===== src/rtl/ext_out_uart_tx.sv =====
// ext_out_uart_tx: queues CPU ext_out bytes in a small FIFO and sends them as 8N1 UART frames
module ext_out_uart_tx #(
  parameter int CLKS_PER_BIT = 16,
  parameter int FIFO_DEPTH = 4
) (
  input  logic                          clk,
  input  logic                          rst,
  input  logic [7:0]                    din,
  input  logic                          din_we,
  output logic                          tx,
  output logic                          busy,
  output logic                          full,
  output logic                          overflow,
  output logic [$clog2(FIFO_DEPTH):0]   fifo_count
);
  localparam int AW = $clog2(FIFO_DEPTH);
  localparam int NW = AW + 1;
  localparam int CW = $clog2(CLKS_PER_BIT);
  typedef enum logic [1:0] {IDLE, START, DATA, STOP} state_t;
  state_t state_q, state_d;
  logic [CW-1:0] clk_cnt_q, clk_cnt_d;
  logic [2:0] bit_idx_q, bit_idx_d;
  logic [7:0] shift_q, shift_d;
  logic [7:0] mem_q [FIFO_DEPTH];
  logic [AW-1:0] rd_ptr_q, rd_ptr_d, wr_ptr_q, wr_ptr_d;
  logic [NW-1:0] count_q, count_d;
  logic full_q, full_d, overflow_q, overflow_d, busy_q, busy_d, tx_q, tx_d;
  logic wr, pop, last;
  always_comb begin
    wr = din_we && !full_q;
    last = clk_cnt_q == CW'(CLKS_PER_BIT - 1);
    pop = (count_q != '0) && (state_q == IDLE || (state_q == STOP && last));
    state_d = state_q;
    clk_cnt_d = last ? '0 : clk_cnt_q + CW'(1);
    bit_idx_d = bit_idx_q;
    shift_d = shift_q;
    case (state_q)
      IDLE: begin
        clk_cnt_d = '0;
        state_d = pop ? START : IDLE;
      end
      START: state_d = last ? DATA : START;
      DATA: if (last) begin
        shift_d = shift_q >> 1;
        bit_idx_d = bit_idx_q + 3'd1;
        state_d = (bit_idx_q == 3'd7) ? STOP : DATA;
      end
      default: state_d = last ? (pop ? START : IDLE) : STOP;
    endcase
    if (pop) begin
      shift_d = mem_q[rd_ptr_q];
      bit_idx_d = '0;
    end
    rd_ptr_d = rd_ptr_q + AW'(pop);
    wr_ptr_d = wr_ptr_q + AW'(wr);
    count_d = count_q + NW'(wr) - NW'(pop);
    full_d = count_d == NW'(FIFO_DEPTH);
    overflow_d = overflow_q || (din_we && full_q);
    busy_d = (state_d != IDLE) || (count_d != '0);
    tx_d = (state_d == START) ? 1'b0 : (state_d == DATA) ? shift_d[0] : 1'b1;
  end
  always_ff @(posedge clk) begin
    if (rst) begin
      state_q <= IDLE;
      clk_cnt_q <= '0;
      bit_idx_q <= '0;
      shift_q <= '0;
      rd_ptr_q <= '0;
      wr_ptr_q <= '0;
      count_q <= '0;
      full_q <= 1'b0;
      overflow_q <= 1'b0;
      busy_q <= 1'b0;
      tx_q <= 1'b1;
    end else begin
      state_q <= state_d;
      clk_cnt_q <= clk_cnt_d;
      bit_idx_q <= bit_idx_d;
      shift_q <= shift_d;
      rd_ptr_q <= rd_ptr_d;
      wr_ptr_q <= wr_ptr_d;
      count_q <= count_d;
      full_q <= full_d;
      overflow_q <= overflow_d;
      busy_q <= busy_d;
      tx_q <= tx_d;
    end
  end
  always_ff @(posedge clk) begin
    if (wr && !rst) mem_q[wr_ptr_q] <= din;
  end
  assign tx = tx_q;
  assign busy = busy_q;
  assign full = full_q;
  assign overflow = overflow_q;
  assign fifo_count = count_q;
endmodule

===== config.mk =====
export PLATFORM = sky130hd
export DESIGN_NAME = ext_out_uart_tx
export DESIGN_NICKNAME = d
export VERILOG_FILES = /design/src/rtl/ext_out_uart_tx.sv
export SDC_FILE = /design/constraint.sdc
export NUM_CORES = 1
export LEC_CHECK = 0
export ABC_AREA = 1
export BUFFER_PORTS_ARGS = -buffer_cell sky130_fd_sc_hd__buf_4
export CORE_ASPECT_RATIO = 1.4
export CORE_UTILIZATION = 53
export DETAILED_ROUTE_END_ITERATION = 6
export GPL_ROUTABILITY_DRIVEN = 0
export HOLD_SLACK_MARGIN = 0.03
export PLACE_DENSITY = 0.85
export RECOVER_POWER = 25
export SETUP_SLACK_MARGIN = 0.15
export SLEW_MARGIN = 30
export SYNTH_ARGS = -nofsm -noshare
export SYNTH_HDL_FRONTEND = slang
export SYNTH_SLANG_ARGS = --single-unit

===== constraint.sdc =====
create_clock -name clk -period 2.53 [get_ports clk]
set_clock_uncertainty 0.2 [all_clocks]
set_input_delay 0.253 -clock clk [delete_from_list [all_inputs] [get_ports clk]]
set_output_delay 0.253 -clock clk [all_outputs]
set_load 0.01 [all_outputs]

Word-level counts from Yosys, hierarchy flattened
Memory sizes are Yosys's and may differ from the RTL's. A register that Yosys moved wholly into a read port is not among the register bits.
Cells that the tools add are included.
- memory bits (read-only): 0
- word-level logic and storage cells: 61
- latch bits: 0
- RAM bits: 32
- memories kept: 1
- input bits: 11
- register bits after elaboration: 28
- magnitude comparators: 0
- shift-type cells: 0
- divide/modulo/power cells: 0
- bitwise logic cells: 0
- add/subtract/negate cells: 6
- multipliers: 0
- equal/unequal tests: 8
- reduce and logical (&&, ||, !) cells: 20
- muxes and demuxes: 14
- memory list (name ; words ; width ; read ports ; clocked after memory_dff ; write ports ; line ; RTL):
    mem_q ; 4 ; 8 ; 1 ; 1 ; 1 ; 24 ; logic [7:0] mem_q [FIFO_DEPTH];
- operators with widths (kind ; count):
    8-bit 2-to-1 mux ; 3
    2-bit 2-to-1 mux ; 4
    2-bit equality test, second input constant ; 3
    3-bit equality test, second input constant ; 2
    1-bit 2-to-1 mux ; 6
    2-bit case mux with 3 select lines ; 1
    2-bit nonzero test ; 3
    3-bit nonzero test ; 2
    1-bit logical AND ; 5
    2-bit by 1-bit adder with 2-bit output ; 2
    4-bit by 1-bit adder with 4-bit output, second input constant ; 1
    2-bit by 1-bit equality test with 1-bit output, second input constant ; 2
    4-bit equality test, second input constant ; 1
    2-bit AND reduction ; 2
    3-bit by 1-bit adder with 3-bit output ; 1
    3-bit by 1-bit adder with 3-bit output, second input constant ; 1
    1-bit logical OR ; 3
    3-bit OR reduction ; 1
    3-bit by 1-bit subtractor with 3-bit output ; 1
    1-bit zero test ; 2
    2-bit zero test ; 1
    2-bit OR reduction ; 1

Longest topological paths before layout
- depth in word-level cells: 10
- gate-level depth with buffers: 13

Worst setup path after synthesis
Ideal clock, no wire load.
- path kind: register to register
- from: reg clk_cnt_q[0]
- to: reg busy_q, in the netlist busy
- buffers on the path: 0
- slack: 0.095 ns
- data arrival time: 2.110 ns
- library setup time: 0.125 ns
- data required time: 2.205 ns
- cell stages (with the launch flop): 14
- cells stage by stage: dfxtp_1 ha_1 nand3_2 nor2_2 nand2_1 nand2_4 ha_1 inv_1 ha_1 fa_1 inv_1 nand2_1 o21ai_0 nand3_1
- elaborated cells on any way between the ends: 13
- RTL lines (element ; line ; RTL):
    from (decl) ; 21 ; logic [CW-1:0] clk_cnt_q, clk_cnt_d;
    from (signal assigned) ; 77 ; clk_cnt_q <= clk_cnt_d;
    4-bit equality test ; 31 ; last = clk_cnt_q == CW'(CLKS_PER_BIT - 1);
    1-bit logical AND ; 32 ; pop = (count_q != '0) && (state_q == IDLE || (state_q == STOP && last));
    1-bit logical OR ; 32 ;
    1-bit logical AND ; 32 ;
    3-bit by 1-bit subtractor with 3-bit output ; 56 ; count_d = count_q + NW'(wr) - NW'(pop);
    named net count_d[1] ; 26 ; logic [NW-1:0] count_q, count_d;
    3-bit nonzero test ; 59 ; busy_d = (state_d != IDLE) || (count_d != '0);
    1-bit logical OR ; 59 ;
    to (signal assigned) ; 85 ; busy_q <= busy_d;
    to (decl) ; 27 ; logic full_q, full_d, overflow_q, overflow_d, busy_q, busy_d, tx_q, tx_d;
The timed path passes the listed nets, and every way through them passes these cells.
A chain may end at the register's enable or synchronous reset.

Worst setup path after layout
- from: reg clk_cnt_q[1]
- to: reg full_q, in the netlist full
- word-level cells in the longest chain between the ends: 6
- RTL lines (element ; line ; RTL):
    4-bit equality test ; 31 ;
    1-bit logical AND ; 32 ;
    1-bit logical OR ; 32 ;
    1-bit logical AND ; 32 ;
    3-bit by 1-bit subtractor with 3-bit output ; 56 ;
    3-bit equality test ; 57 ; full_d = count_d == NW'(FIFO_DEPTH);
    to (signal assigned) ; 83 ; full_q <= full_d;
    to (decl) ; 27 ;
Every way passes these cells.

==> flow_metrics.env <==
export IMPL_status="finished clean"
export IMPL_synthCells=257
export IMPL_wire_per_inst_um=13.10
export IMPL_period_minus_slack_ns=2.343
export IMPL_drive_above_1_share_pct=18.95
export IMPL_synth_top_cells_by_area="edfxtp_1 38%, dfxtp_1 22%, nand2_1 7.7%"
export IMPL_synth_edf_count=32
export IMPL_viasPerCell=5.092
export IMPL_dr_total_vias=1874
export IMPL_r2r_start="clk_cnt_q[1]"
export IMPL_path_cells="ha_4 > nand3_4 > nor2_4 > nand2_2 > nand2_4 > ha_4 > inv_2 > ha_4 > fa_1 > xor2_1 > nand2_1 > nor2_1"
export IMPL_first_iter_violations=43
export IMPL_power_share_clock_pct=26.1
export IMPL_worst_pin_slew_ns=0.4579
export IMPL_drtPass1Iterations=4
export IMPL_async_reset_ff_share_pct=0
export IMPL_initial_core_util_pct=55.06
export IMPL_synth_avg_cell_area_um2=9.717
export IMPL_overflow=0
export IMPL_synthMostInstantiatedCell="nand2_1"
export IMPL_total_power_mw=3.136
export IMPL_fin_crit_sh_pct=92.61
export IMPL_cts_sinks=60
export IMPL_htreeDepth=3
export IMPL_synth_top_area_share_pct=38.48
export IMPL_grtUsageTotal_pct=22.41
export IMPL_dieWidth_um=60.02
export IMPL_synth_area_um2=2497
export IMPL_setup_violations=0
export IMPL_ys_warn_count=0
export IMPL_cp_required_ns=2.60
export IMPL_rsz0062_at_grt="yes"
export IMPL_antennaDiodeCount=0
export IMPL_layout_nets=320
export IMPL_leakagePower_nw=1.239
export IMPL_port_buffers=17
export IMPL_cts_tree="yes"
export IMPL_fmax_ghz=0.4268
export IMPL_crit_fanout=4
export IMPL_yosysUniqueCellTypes=27
export IMPL_worst_r2r_cell_count=12
export IMPL_crit_path_max_incr_delay_ns=0.40
export IMPL_crit_top_cell="ha_4"
export IMPL_fp_row_count=29
export IMPL_max_cap_viol_count=0
export IMPL_endpoint="full"
export IMPL_hold_viol_final=0
export IMPL_power_density_nw_per_um2=1012
export IMPL_die_area_um2=4994
export IMPL_yosysSeqAreaShare_pct=60.92
export IMPL_grt_pass1_wl_um=7976
export IMPL_crit_path_top_delay_cell="fa_1"
export IMPL_timing_rr_end="full"
export IMPL_grt_pass1_vias=1907
export IMPL_syn_nets=276
export IMPL_p_sw_share_pct=33.30
export IMPL_area_growth_syn_to_layout_pct=24.05
export IMPL_slew_violations=0
export IMPL_drc=0
export IMPL_cts_buffer_depth=2
export IMPL_synth_main_ff_cell="edfxtp_1"
export IMPL_grt_max_degree=19
export IMPL_root_buffer="clkbuf_8"
export IMPL_yosysTopAreaCell="edfxtp_1"
export IMPL_core_area_um2=4536
export IMPL_finalSetupTns_ns=0
export IMPL_internal_power_mw=2.092
export IMPL_r2r_slack_ns=0.19
export IMPL_synthTopCellsByCount="51 x nand2_1, 43 x nor2_1, 32 x edfxtp_1"
export IMPL_hold_path_class="reg -> reg"
export IMPL_seqPwrFrac_pct=41.2
export IMPL_worstPathArrival_ns=2.41
export IMPL_path_clk_slew_ns=0.06
export IMPL_start_kind="flop"
export IMPL_p_sw_mw=1.044
export IMPL_worstSetupPathType="reg -> reg"
export IMPL_peakVddDrop_uv=621.5
export IMPL_io_pins=18
export IMPL_wl_um=4822
export IMPL_worstSkewPairLatency_ns=0.34
export IMPL_pwr_share_comb_pct=32.7
export IMPL_synth_seq_cells=60
export IMPL_end_kind="flop"
export IMPL_cts_made_buffers=9
export IMPL_cp_startpoint="clk_cnt_q[1]"
export IMPL_relSlewSlack_pct=69.44
export IMPL_ant_nets=0
export IMPL_antenna_found_initial=0
export IMPL_place_hpwl_um=2895
export IMPL_die_h_um=83.22
-- through the flow --
step           setup slack (ns)  utilization, %  hold WS (ns)  area (um2)  std cells
6_report                 0.1869           68.30        0.2703        3098        368
4_1_cts                  0.1582           67.45        0.2714        3059        363
3_5_place_dp            0.06593           60.19        0.2075        2730        335
5_1_grt                 0.06955           68.30        0.3104        3098        368
2_1_floorplan            0.1602               -        0.1519        2524        257
3_3_place_gp             0.1543           60.19        0.2009        2730        335
-- sequential cells by signal, summed over array words and instances, names as in the netlist --
signal      flops
bit_idx_q       3
busy            1
clk_cnt_q       4
fifo_count      3
full            1
mem_q          32
overflow        1
rd_ptr_q        2
shift_q         8
state_q         2
tx              1
wr_ptr_q        2
-- power by group through the flow --
stage | Clock [mW] | Sequential (mW) | Combinational [mW]
after CTS | 0.835 | 1.28 | 0.903
after detailed placement | 0 | 1.30 | 0.867
after floorplan | 0 | 1.29 | 0.637
after global routing | 0.873 | 1.30 | 1.17
after global placement | 0 | 1.30 | 0.842
final | 0.820 | 1.29 | 1.03
-- worst max-delay path: cells and delay by family, from the launching register on --
kind,cells,cell delay (ns)
xor gates and xnor gates,1,0.23
adders and majority gates,4,0.97
buffers and inverters,1,0.04
DFF,1,0.33
and+or+nand+nor,6,0.50
-- worst min path at each step --
stage            startpoint      endpoint  slack, ns  depth (start not counted)
2_1_floorplan        din[0]   mem_q[0][0]       0.15                          0
5_1_grt        bit_idx_q[2]  bit_idx_q[2]       0.31                          2
4_1_cts        bit_idx_q[2]  bit_idx_q[2]       0.27                          2
6_report       bit_idx_q[2]  bit_idx_q[2]       0.27                          2
3_5_place_dp   clk_cnt_q[0]  clk_cnt_q[0]       0.21                          1
3_3_place_gp   clk_cnt_q[0]  clk_cnt_q[0]       0.20                          1
-- cell usage in the layout, fill, tap and decap left out --
master	n
a21oi_1	5
buf_4	23
clkbuf_1	9
clkbuf_16	1
clkbuf_8	11
clkinv_2	1
dfxtp_1	26
dfxtp_2	2
dlygate4sd3_1	11
edfxtp_1	32
fa_1	1
ha_1	4
ha_4	3
inv_1	21
inv_2	3
nand2_1	47
nand2_2	7
nand2_4	1
nand3_1	8
nand3_4	1
nor2_1	42
nor2_2	2
nor2_4	2
nor3_1	4
nor3b_1	1
o211ai_1	2
o21ai_0	22
o21ai_2	1
o21bai_1	1
o22ai_1	7
xnor2_1	4
xor2_1	1
-- final cells by class --
type / count / area [um2]
fillers: 350 / 1438
clock inverters: 1 / 5.005
multi-input cells: 166 / 908.4
clock buffers: 15 / 187.7
flip-flops and latches: 60 / 1524
well taps: 62 / 77.57
inverters: 24 / 90.09
repair buffers: 40 / 305.3
-- layer usage --
layer | track usage (%) | wire, um | vias to the layer above
met4 | 15.64 | 157 | 0
met5 | 0 | 0 | -
li1 | - | - | 941
met2 | 37.27 | 2596 | 50
met3 | 8.723 | 200 | 14
met1 | 21.52 | 1869 | 869
-- logic make-up (layout without fill, tap and decap cells) --
logic type | after synthesis | in the layout | share of synthesized area (%)
AOI/OAI and AO/OA | 38 | 38 | 8.266
DFF | 60 | 60 | 60.92
and+or+nand+nor | 115 | 115 | 19.39
xor gates and xnor gates | 5 | 5 | 1.753
adders and majority gates | 8 | 8 | 4.308
buffers and inverters | 31 | 80 | 5.360
-- timing repair --
item                                    in CTS  in global routing
setup buffers                                1                  5
hold buffers                                11                  0
endpoints found under the setup margin       1                  3
endpoints found under the hold margin       41                  0
pin swaps                                    2                  5
resized for setup                            4                  8
No activity file was read; power rests on OpenSTA's default activity.
